===== src/rtl/pipeline_scheduler.sv =====
// Stall/flush sequencer for the 5-stage pipeline: merges memory freeze, mul/div occupancy,
// branch redirect and load-use hazards. Optional counters under HAZ_PERF_CNT_EN.
module pipeline_scheduler #(
    parameter int MD_LATENCY = 4,
    parameter int CNT_W      = 16
) (
    input  logic             Clk,
    input  logic             Rst,
    input  logic [4:0]       IF_ID_Rs,
    input  logic [4:0]       IF_ID_Rt,
    input  logic [4:0]       ID_EX_Rt,
    input  logic             ID_EX_memRead,
    input  logic             branchTaken,
    input  logic             mdStart,
    input  logic             dmemReq,
    input  logic             dmemReady,
    output logic [4:0]       stall,
    output logic             flushIF,
    output logic             flushID,
    output logic             nop,
    output logic             mdBusy,
    output logic             mdDone,
`ifdef HAZ_PERF_CNT_EN
    output logic [CNT_W-1:0] stallCycles,
    output logic [CNT_W-1:0] flushCount,
`endif
    output logic [1:0]       dbg_state
);

    typedef enum logic [1:0] {
        RUN      = 2'd0,
        MD_WAIT  = 2'd1,
        MEM_WAIT = 2'd2
    } state_t;

    localparam logic [3:0] MD_LOAD = 4'(MD_LATENCY - 1);

    if (MD_LATENCY < 1 || MD_LATENCY > 15 || CNT_W < 1) begin : g_param_check
        $error("pipeline_scheduler: MD_LATENCY must be 1..15 and CNT_W >= 1");
    end

    state_t     state, state_nxt, eff_state;
    logic [3:0] md_cnt, md_cnt_nxt;
    logic       ret_md, ret_md_nxt;
    logic       md_done_nxt;
    logic       hold;
    logic       load_use;

    // dmemReq/dmemReady: a data-memory access is in flight while dmemReq is high and
    // completes on the first cycle dmemReady is high; every earlier cycle freezes the pipe.
    always_comb begin
        hold      = (state == MEM_WAIT) ? ~dmemReady : (dmemReq & ~dmemReady);
        eff_state = state;
        if (state == MEM_WAIT)
            eff_state = ret_md ? MD_WAIT : RUN;
        load_use = ID_EX_memRead && (ID_EX_Rt != 5'd0) &&
                   ((ID_EX_Rt == IF_ID_Rs) || (ID_EX_Rt == IF_ID_Rt));
    end

    always_comb begin
        state_nxt   = state;
        md_cnt_nxt  = md_cnt;
        ret_md_nxt  = ret_md;
        md_done_nxt = 1'b0;
        stall       = 5'b00000;
        flushIF     = 1'b0;
        flushID     = 1'b0;
        nop         = 1'b0;

        if (hold) begin
            stall     = 5'b11111;
            state_nxt = MEM_WAIT;
            if (state != MEM_WAIT)
                ret_md_nxt = (state == MD_WAIT);
        end else begin
            case (eff_state)
                MD_WAIT: begin
                    stall      = 5'b00111;
                    nop        = 1'b1;
                    md_cnt_nxt = md_cnt - 4'd1;
                    if (md_cnt == 4'd1) begin
                        state_nxt   = RUN;
                        md_done_nxt = 1'b1;
                    end else begin
                        state_nxt = MD_WAIT;
                    end
                end
                default: begin
                    state_nxt = RUN;
                    if (branchTaken) begin
                        flushIF = 1'b1;
                        flushID = 1'b1;
                    end else if (load_use) begin
                        stall   = 5'b00011;
                        flushID = 1'b1;
                        nop     = 1'b1;
                    end
                    // The branch is older than the flushed instructions, so its mul/div still runs.
                    if (mdStart) begin
                        md_cnt_nxt = MD_LOAD;
                        if (MD_LATENCY == 1)
                            md_done_nxt = 1'b1;
                        else
                            state_nxt = MD_WAIT;
                    end
                end
            endcase
        end
    end

    always_ff @(posedge Clk or negedge Rst) begin
        if (!Rst) begin
            state  <= RUN;
            md_cnt <= 4'd0;
            ret_md <= 1'b0;
            mdDone <= 1'b0;
        end else begin
            state  <= state_nxt;
            md_cnt <= md_cnt_nxt;
            ret_md <= ret_md_nxt;
            mdDone <= md_done_nxt;
        end
    end

    // A freeze taken out of MD_WAIT keeps the unit busy until it resumes.
    assign mdBusy    = (state == MD_WAIT) || ((state == MEM_WAIT) && ret_md);
    assign dbg_state = state;

`ifdef HAZ_PERF_CNT_EN
    always_ff @(posedge Clk or negedge Rst) begin
        if (!Rst) begin
            stallCycles <= '0;
            flushCount  <= '0;
        end else begin
            if ((stall != 5'b00000) && (stallCycles != '1))
                stallCycles <= stallCycles + 1'b1;
            if (flushIF && (flushCount != '1))
                flushCount <= flushCount + 1'b1;
        end
    end
`endif

endmodule


===== config.mk =====
export PLATFORM = sky130hd
export DESIGN_NAME = pipeline_scheduler
export DESIGN_NICKNAME = d
export VERILOG_FILES = /design/src/rtl/pipeline_scheduler.sv
export SDC_FILE = /design/constraint.sdc
export NUM_CORES = 1
export LEC_CHECK = 0
export CORE_MARGIN = 2
export CORE_UTILIZATION = 39
export CTS_CLUSTER_DIAMETER = 200
export DETAILED_ROUTE_END_ITERATION = 12
export GPL_ROUTABILITY_DRIVEN = 0
export PLACE_DENSITY = 0.9
export SETUP_SLACK_MARGIN = 0.1
export SLEW_MARGIN = 25
export SYNTH_ARGS = -nofsm -noshare
export SYNTH_HDL_FRONTEND = slang
export SYNTH_SLANG_ARGS = --single-unit

===== constraint.sdc =====
create_clock -name Clk -period 2.6 [get_ports Clk]
set_input_delay 0.26 -clock Clk [delete_from_list [all_inputs] [get_ports Clk]]
set_output_delay 0.26 -clock Clk [all_outputs]
set_load 0.005 [all_outputs]

After elaboration in Yosys (flattened, before gate mapping)
Index checks and enable logic that the tools add are counted.

Flip-flop bits (word level): 8. Output and inout bits: 12. Logic and storage cells: 50.

Bitwise gates (word level): 3. Reductions and logical operators: 9. $add $sub $neg: 1. Mux-type cells: 26. Equal/unequal tests: 7.

Operators by type and width (count): $mux W1 (17); $eq A5 B5 Y1 (2); $mux W2 (5); $mux W4 (2); $mux W5 (1); $reduce_bool A5 Y1 (1); $eq A2 B1 Y1 const B (2); $eq A4 B1 Y1 const B (1); $reduce_and A2 Y1 (2); $sub A4 B1 Y4 const B (1); $logic_and A1 B1 Y1 (3); $mux W3 (1); $eq A2 B2 Y1 const B (1); $logic_or A1 B1 Y1 (2); $ne A2 B2 Y1 const B (1); $not A1 Y1 (2); $reduce_bool A2 Y1 (1); $and A1 B1 Y1 (1).

Depth between registers and ports, before layout
Depth in word-level cells: 7. Mapped depth: 6. Depth with buffers taken out: 5.

Worst setup path before layout
OpenSTA, ideal clock, no wires.

Kind: register -> output. Start point: register state[1] (netlist: dbg_state[1]). End point: output flushID. Stages on the path, launching flop included: 6. Arrival time: 1.320 ns. Data required time: 2.340 ns. Buffers on the path: 0. Setup slack: 1.020 ns. Cell sequence: dfrtp_1 > nor2b_1 > o21bai_4 > inv_2 > or3_1 > o2bb2ai_1.

Elaborated cells between the ends (all ways): 6. Classes of those cells: eq/ne: 2; mux: 4.

RTL lines: start: declaration (line 42) `state_t state, state_nxt, eff_state;`; start signal: assignment (line 118) `state <= state_nxt;`; $eq A2 B2 Y1 (line 52) `hold = (state == MEM_WAIT) ? ~dmemReady : (dmemReq & ~dmemReady);`; $mux W1 (line 52); named net hold (line 46) `logic hold;`; $mux W1 (line 70) `if (hold) begin`; end: declaration (line 19) `output logic flushID,`.

The timed path passes the listed nets, and every way through them passes these cells.

Worst setup path in the final report
Start point: input ID_EX_Rt[3]. End point: output nop.

Longest elaborated chain between the ends: 7. Elaborated cells between the ends (all ways): 10. Classes of those cells: eq/ne: 2; mux: 4; reduce/logical: 4.

Ends and longest elaborated chain: start: declaration (line 11) `input logic [4:0] ID_EX_Rt,`; $eq A5 B5 Y1 / $reduce_bool A5 Y1 (equally long branches) (line 57, 56); $logic_or A1 B1 Y1 / $logic_and A1 B1 Y1 (equally long branches) (line 57, 56); $logic_and A1 B1 Y1 (*) (line 56) `load_use = ID_EX_memRead && (ID_EX_Rt != 5'd0) &&`; $mux W1 (*) (line 93) `end else if (load_use) begin`; $mux W1 (*) (line 90) `if (branchTaken) begin`; $mux W1 (*) (line 76) `case (eff_state)`; $mux W1 (*) (line 70); end: declaration (line 20) `output logic nop,`.

Mark *: on every way between the ends. The rest lies on a longest branch, timed or not.

==> results.ini <==
[run_status]
status=finished, final reports clean

[critical_path]
worst_path_max_delay_cell=clkdlybuf4s50_1
slowest_delay_ns=0.55
reg2reg_setup_slack_ns=1.19
crit_fanout=3
cpMostUsedCell=clkdlybuf4s50_1
worstPathRequired_ns=2.34
critical_path.cell_chain=clkdlybuf4s50_1 > xor2_1 > nor3_1 > a22oi_1 > o41ai_2 > clkdlybuf4s50_1
cp-start-kind=input port
critPathKind=in2out
path_buf_inv=2
cp_top_family=buffers and inverters
cp-end-kind=output port
cp.arrival_ns=2.17

[power]
p_sw_w=0.000197
power_frac_seq=0.355
p_clk_frac=0.162
p_per_area_nw_per_um2=585
switching_share=0.343
p_int_w=0.000377
comb_power_share=0.483
p_leak_nw=0.434
finalPower_w=0.000574
ir_worst_vdd_mv=0.297

[synth]
syn_area_um2=596
synth_top_area_share=0.336
synth_top_area_cell=dfrtp_1
post-synth-top-count-cell=xor2_1
netlist_top_cells_area=dfrtp_1 (34%), xor2_1 (15%), ha_1 (4.2%)
syn_nets=87
synth_cell_type_count=26
synth-main-ff-cell=dfrtp_1
ys_ff_latch=8
synth-async-reset-ratio=1.00
syn_area_per_cell_um2=9.45
synthCells=63
synth-seq-area-share=0.336
synth_edf_count=0
synthTopCellsByCount=xor2_1 (10), dfrtp_1 (8), nand2_1 (5)
ys_warn_count=0

[route]
drt_first_pass_iters=4
drtIter0Drc=7
vias=599
wl_um=1440
wl_per_cell_um=12.7
ant_nets=0
routed_via_density=5.25
drc_errors=0

[timing]
setup_slack_ns=0.168
fin_crit_sh=0.935
slew_violations=0
worstMarginPinSlew_ns=0.395
slew_headroom=0.737
finalSetupViolations=0
max_freq_ghz=0.411
period_needed_ns=2.43
rsz0062_at_grt=true
hold_viol=0
tns_ns=0
fin_skew_ns=0.00211

[grt]
grt_pass1_vias=540
grt_pass1_wl_um=2190
globalRouteOverflowTotal=0
grt_antenna_before_repair=0
track_usage=0.160
grt_max_degree=11

[die]
io-pin-count=34
rows=14
die_h_um=43.1
die_w_um=43.1
core-area_um2=1470
die_area_um2=1860
initial_core_util=0.405

[clock_tree]
cts.clk_slew.worst_paths_ns=0.05
clock_path_buffers=2
clkLatencyLatePin_ns=0.25
cts_buffers=3
clock_sinks=8
cts_hold_buffers=0
root_buffer=clkbuf_4
tritoncts=done
htree_levels=1

[finish]
drive_above_1_share=0.122
nets=124
fin_cells=114
fillCellCount=128
syn_to_final_growth_pct=64.7
insertedDiodeCount=0

[place]
numPortBuffers=33
dp.cells=109
hpwl_um=1150
pre_cts_slack_ns=0.136

[flow_run]
cap_violations=0

[hold_path]
hp-class=in2async

-- power by group through the flow --
stage	clock network, W	registers (W)	logic, W
after detailed placement	0	0.000202	0.000266
after global routing	0.000103	0.000211	0.000303
final	0.0000932	0.000204	0.000277
after floorplan	0	0.000195	0.000143
after CTS	0.0000967	0.000201	0.000266
after global placement	0	0.000200	0.000251
-- final timing paths --
| check | start | depth (start not counted) | end |
|---|---|---|---|
| max | ID_EX_Rt[3] | 6 | nop |
| min | Rst | 1 | mdDone |
| max reg2reg | dbg_state[1] | 5 | md_cnt[3] |
| min reg2reg | ret_md | 2 | ret_md |
| max in group asynchronous | Rst | 1 | dbg_state[1] |
| min in group Clk | ret_md | 2 | ret_md |
-- metal layers --
layer | wire [um] | global-route usage | up-vias
met2 | 813 | 0.281 | 37
met5 | 0 | 0 | -
met3 | 119 | 0.0383 | 0
li1 | - | - | 293
met4 | 0 | 0.0727 | 0
met1 | 511 | 0.179 | 269
-- stage by stage --
step	area, um^2	hold WS, ns	util
2_1_floorplan	596	-0.0356	-
6_report	981	0.280	0.667
5_1_grt	981	0.296	0.667
3_5_place_dp	923	0.469	0.628
3_3_place_gp	923	0.459	0.628
4_1_cts	946	0.283	0.643
-- kinds of logic (layout without fill, tap and decap cells) --
family	Yosys count	count (layout)	share of synthesized area
and+or+nand+nor	20	20	0.172
AOI/OAI and AO/OA	14	14	0.185
xor gates and xnor gates	10	10	0.147
DFF	8	8	0.336
buffers and inverters	7	42	0.0630
adders and majority gates	2	2	0.0420
muxes	2	2	0.0546
-- area by class of cell --
| type | instances | area, um^2 | share of cell area |
|---|---|---|---|
| Timing Repair Buffer | 35 | 348 | 0.355 |
| Inverter | 4 | 15.0 | 0.0153 |
| Multi-Input combinational cell | 48 | 374 | 0.381 |
| Sequential cell | 8 | 201 | 0.205 |
| Tap cell | 16 | 20.0 | 0.0204 |
| Clock buffer | 3 | 22.5 | 0.0230 |
-- what timing repair did --
item | 4_1_cts | 5_1_grt
endpoints found under the hold margin | 0 | 0
gates resized for setup | 0 | 5
buffers inserted | 0 | 2
endpoints found under the setup margin | 0 | 4
-- state kept, by name (all words and copies together), names as in the netlist --
register / flops
md_cnt: 4
ret_md: 1
mdDone: 1
dbg_state: 2
-- cells in the final DEF, fill, tap and decap left out, types with 2 or more instances in the layout --
master,netlist,final
or4_1,2,2
dfrtp_1,8,7
a22oi_1,2,2
nor2_1,4,4
ha_1,2,2
nor3_1,2,2
nand2_1,5,5
and2_1,2,2
clkdlybuf4s50_1,0,32
nand2b_1,2,2
buf_4,3,2
inv_1,3,3
a22o_1,2,2
o21ai_0,2,2
clkbuf_4,0,3
xor2_1,10,10
(Power assumes the default switching activity.)
==> RTL change, RTL diff (same flow settings) <==
Add a define of `HAZ_PERF_CNT_EN`.
--- a/src/rtl/pipeline_scheduler.sv
+++ b/src/rtl/pipeline_scheduler.sv
@@ -2,2 +2,4 @@
 // branch redirect and load-use hazards. Optional counters under HAZ_PERF_CNT_EN.
+`define HAZ_PERF_CNT_EN
+
 module pipeline_scheduler #(
Behaviour (old outputs only; new: flushCount and stallCycles): unchanged (equiv_simple and equiv_induct, registers matched by name and starting in step).
==> RTL change against the unedited design <==
Register-to-register slack lost 0.73 ns; power grew to 4.0 times the old value; combinational power grew to 3.1 times the old value; synthesized cell count grew to 3.3 times the old value; sequential cell count grew 32; synthesized area grew to 3.6 times the old value; wire length grew to 3.4 times the old value; final area grew to 3.0 times the old value; setup slack lost 0.0051 ns; critical path type unchanged.
==> RTL change: results (changes against the unedited design) <==
[timing]
slew_headroom_pct = 40.5  ; -33 points
fin_ws_ns = 0.163  ; -0.00512 ns
finClkSkew_ns = 0.00408  ; +0.00197 ns

[global_route]
grt_max_degree = 41  ; +30
grt_pass1_vias = 1767  ; +230%
use_met1_pct = 20.3  ; +2.3 points

[place]
dp_slack_ns = 0.0202  ; -0.116 ns
hpwl_um = 3580  ; +210%

[finish]
area_share_nonclk_buffers_pct = 22.6  ; -13 points
signal_buffers = 68  ; +94%
nets = 307  ; +150%
seq_area_sq_um = 1000  ; +400%
nClkBuffers = 7  ; +4
clock_cell_area_share_pct = 3.23  ; +0.94 points
inv_count = 12  ; +8
n_fill_cell = 482  ; +280%
multi_input_area_sq_um = 1070  ; +190%

[clock_tree]
htree_levels = 2  ; +1
cts.repair.resized = 2  ; +2
insertion_delay_ns = 0.28  ; +0.03 ns
cts_buffers = 5  ; +2

[yosys]
synthTopCellsByCount = 40 x dfrtp_1, 34 x xor2_1, 19 x nor2_1
synth_cell_types = 35  ; +35%
syn-num-nets = 236  ; +170%
synth-seq-area-share_pct = 46.6  ; +13 points
synthXorXnorAreaFrac_pct = 15.9  ; +1.2 points
synth_compound_area_share_pct = 6.40  ; -12 points

[drt]
wl_per_cell_um = 13.8  ; +9.1%
met2_length_um = 2450  ; +200%
topRoutingLayerUsed = met4
via_per_inst = 5.00  ; -4.8%
wl_met1_um = 2130  ; +320%

[setup_path]
r2r-start = flushCount[6]
r2r_slack_ns = 0.46  ; -0.73 ns
critPathLaunch = ID_EX_Rt[2]

[pwr]
power_frac_comb_pct = 37.4  ; -11 points
netSwitchingFraction_pct = 33.8  ; -0.59 points
max-vdd-ir-drop_mv = 0.486  ; +64%
p_seq_uw = 988  ; +380%
p_per_area_nw_per_um2 = 765  ; +31%

[status]
status = finished, final reports clean

## RTL change: cell count changes after synthesis, sizes merged, moves of 7 or more
cell / change
dfrtp: +32
inv: +8
nand2: +11
nand3: +10
nand4: +7
nor2: +15
nor3: +16
xor2: +24
## RTL change: worst paths after layout
| kind | depth (start not counted) | endpoint |
|---|---|---|
| setup / recovery | 6 | stall[0] |
| hold / removal | 1 | dbg_state[0] |
| setup reg to reg | 5 | flushCount[1] |
| hold reg to reg | 1 | flushCount[5] |
| max in group asynchronous | 1 | flushCount[3] |
| min in group Clk | 1 | flushCount[5] |
## RTL change: per-stage QoR
| step | area (sq um) | util, % | hold WS [ns] |
|---|---|---|---|
| 2_1_floorplan | 2150 | - | -0.0356 |
| 3_3_place_gp | 2870 | 53.2 | 0.426 |
| 3_5_place_dp | 2870 | 53.2 | 0.442 |
| 4_1_cts | 2970 | 54.9 | 0.133 |
| 5_1_grt | 2980 | 55.1 | 0.165 |
| 6_report | 2980 | 55.1 | 0.100 |
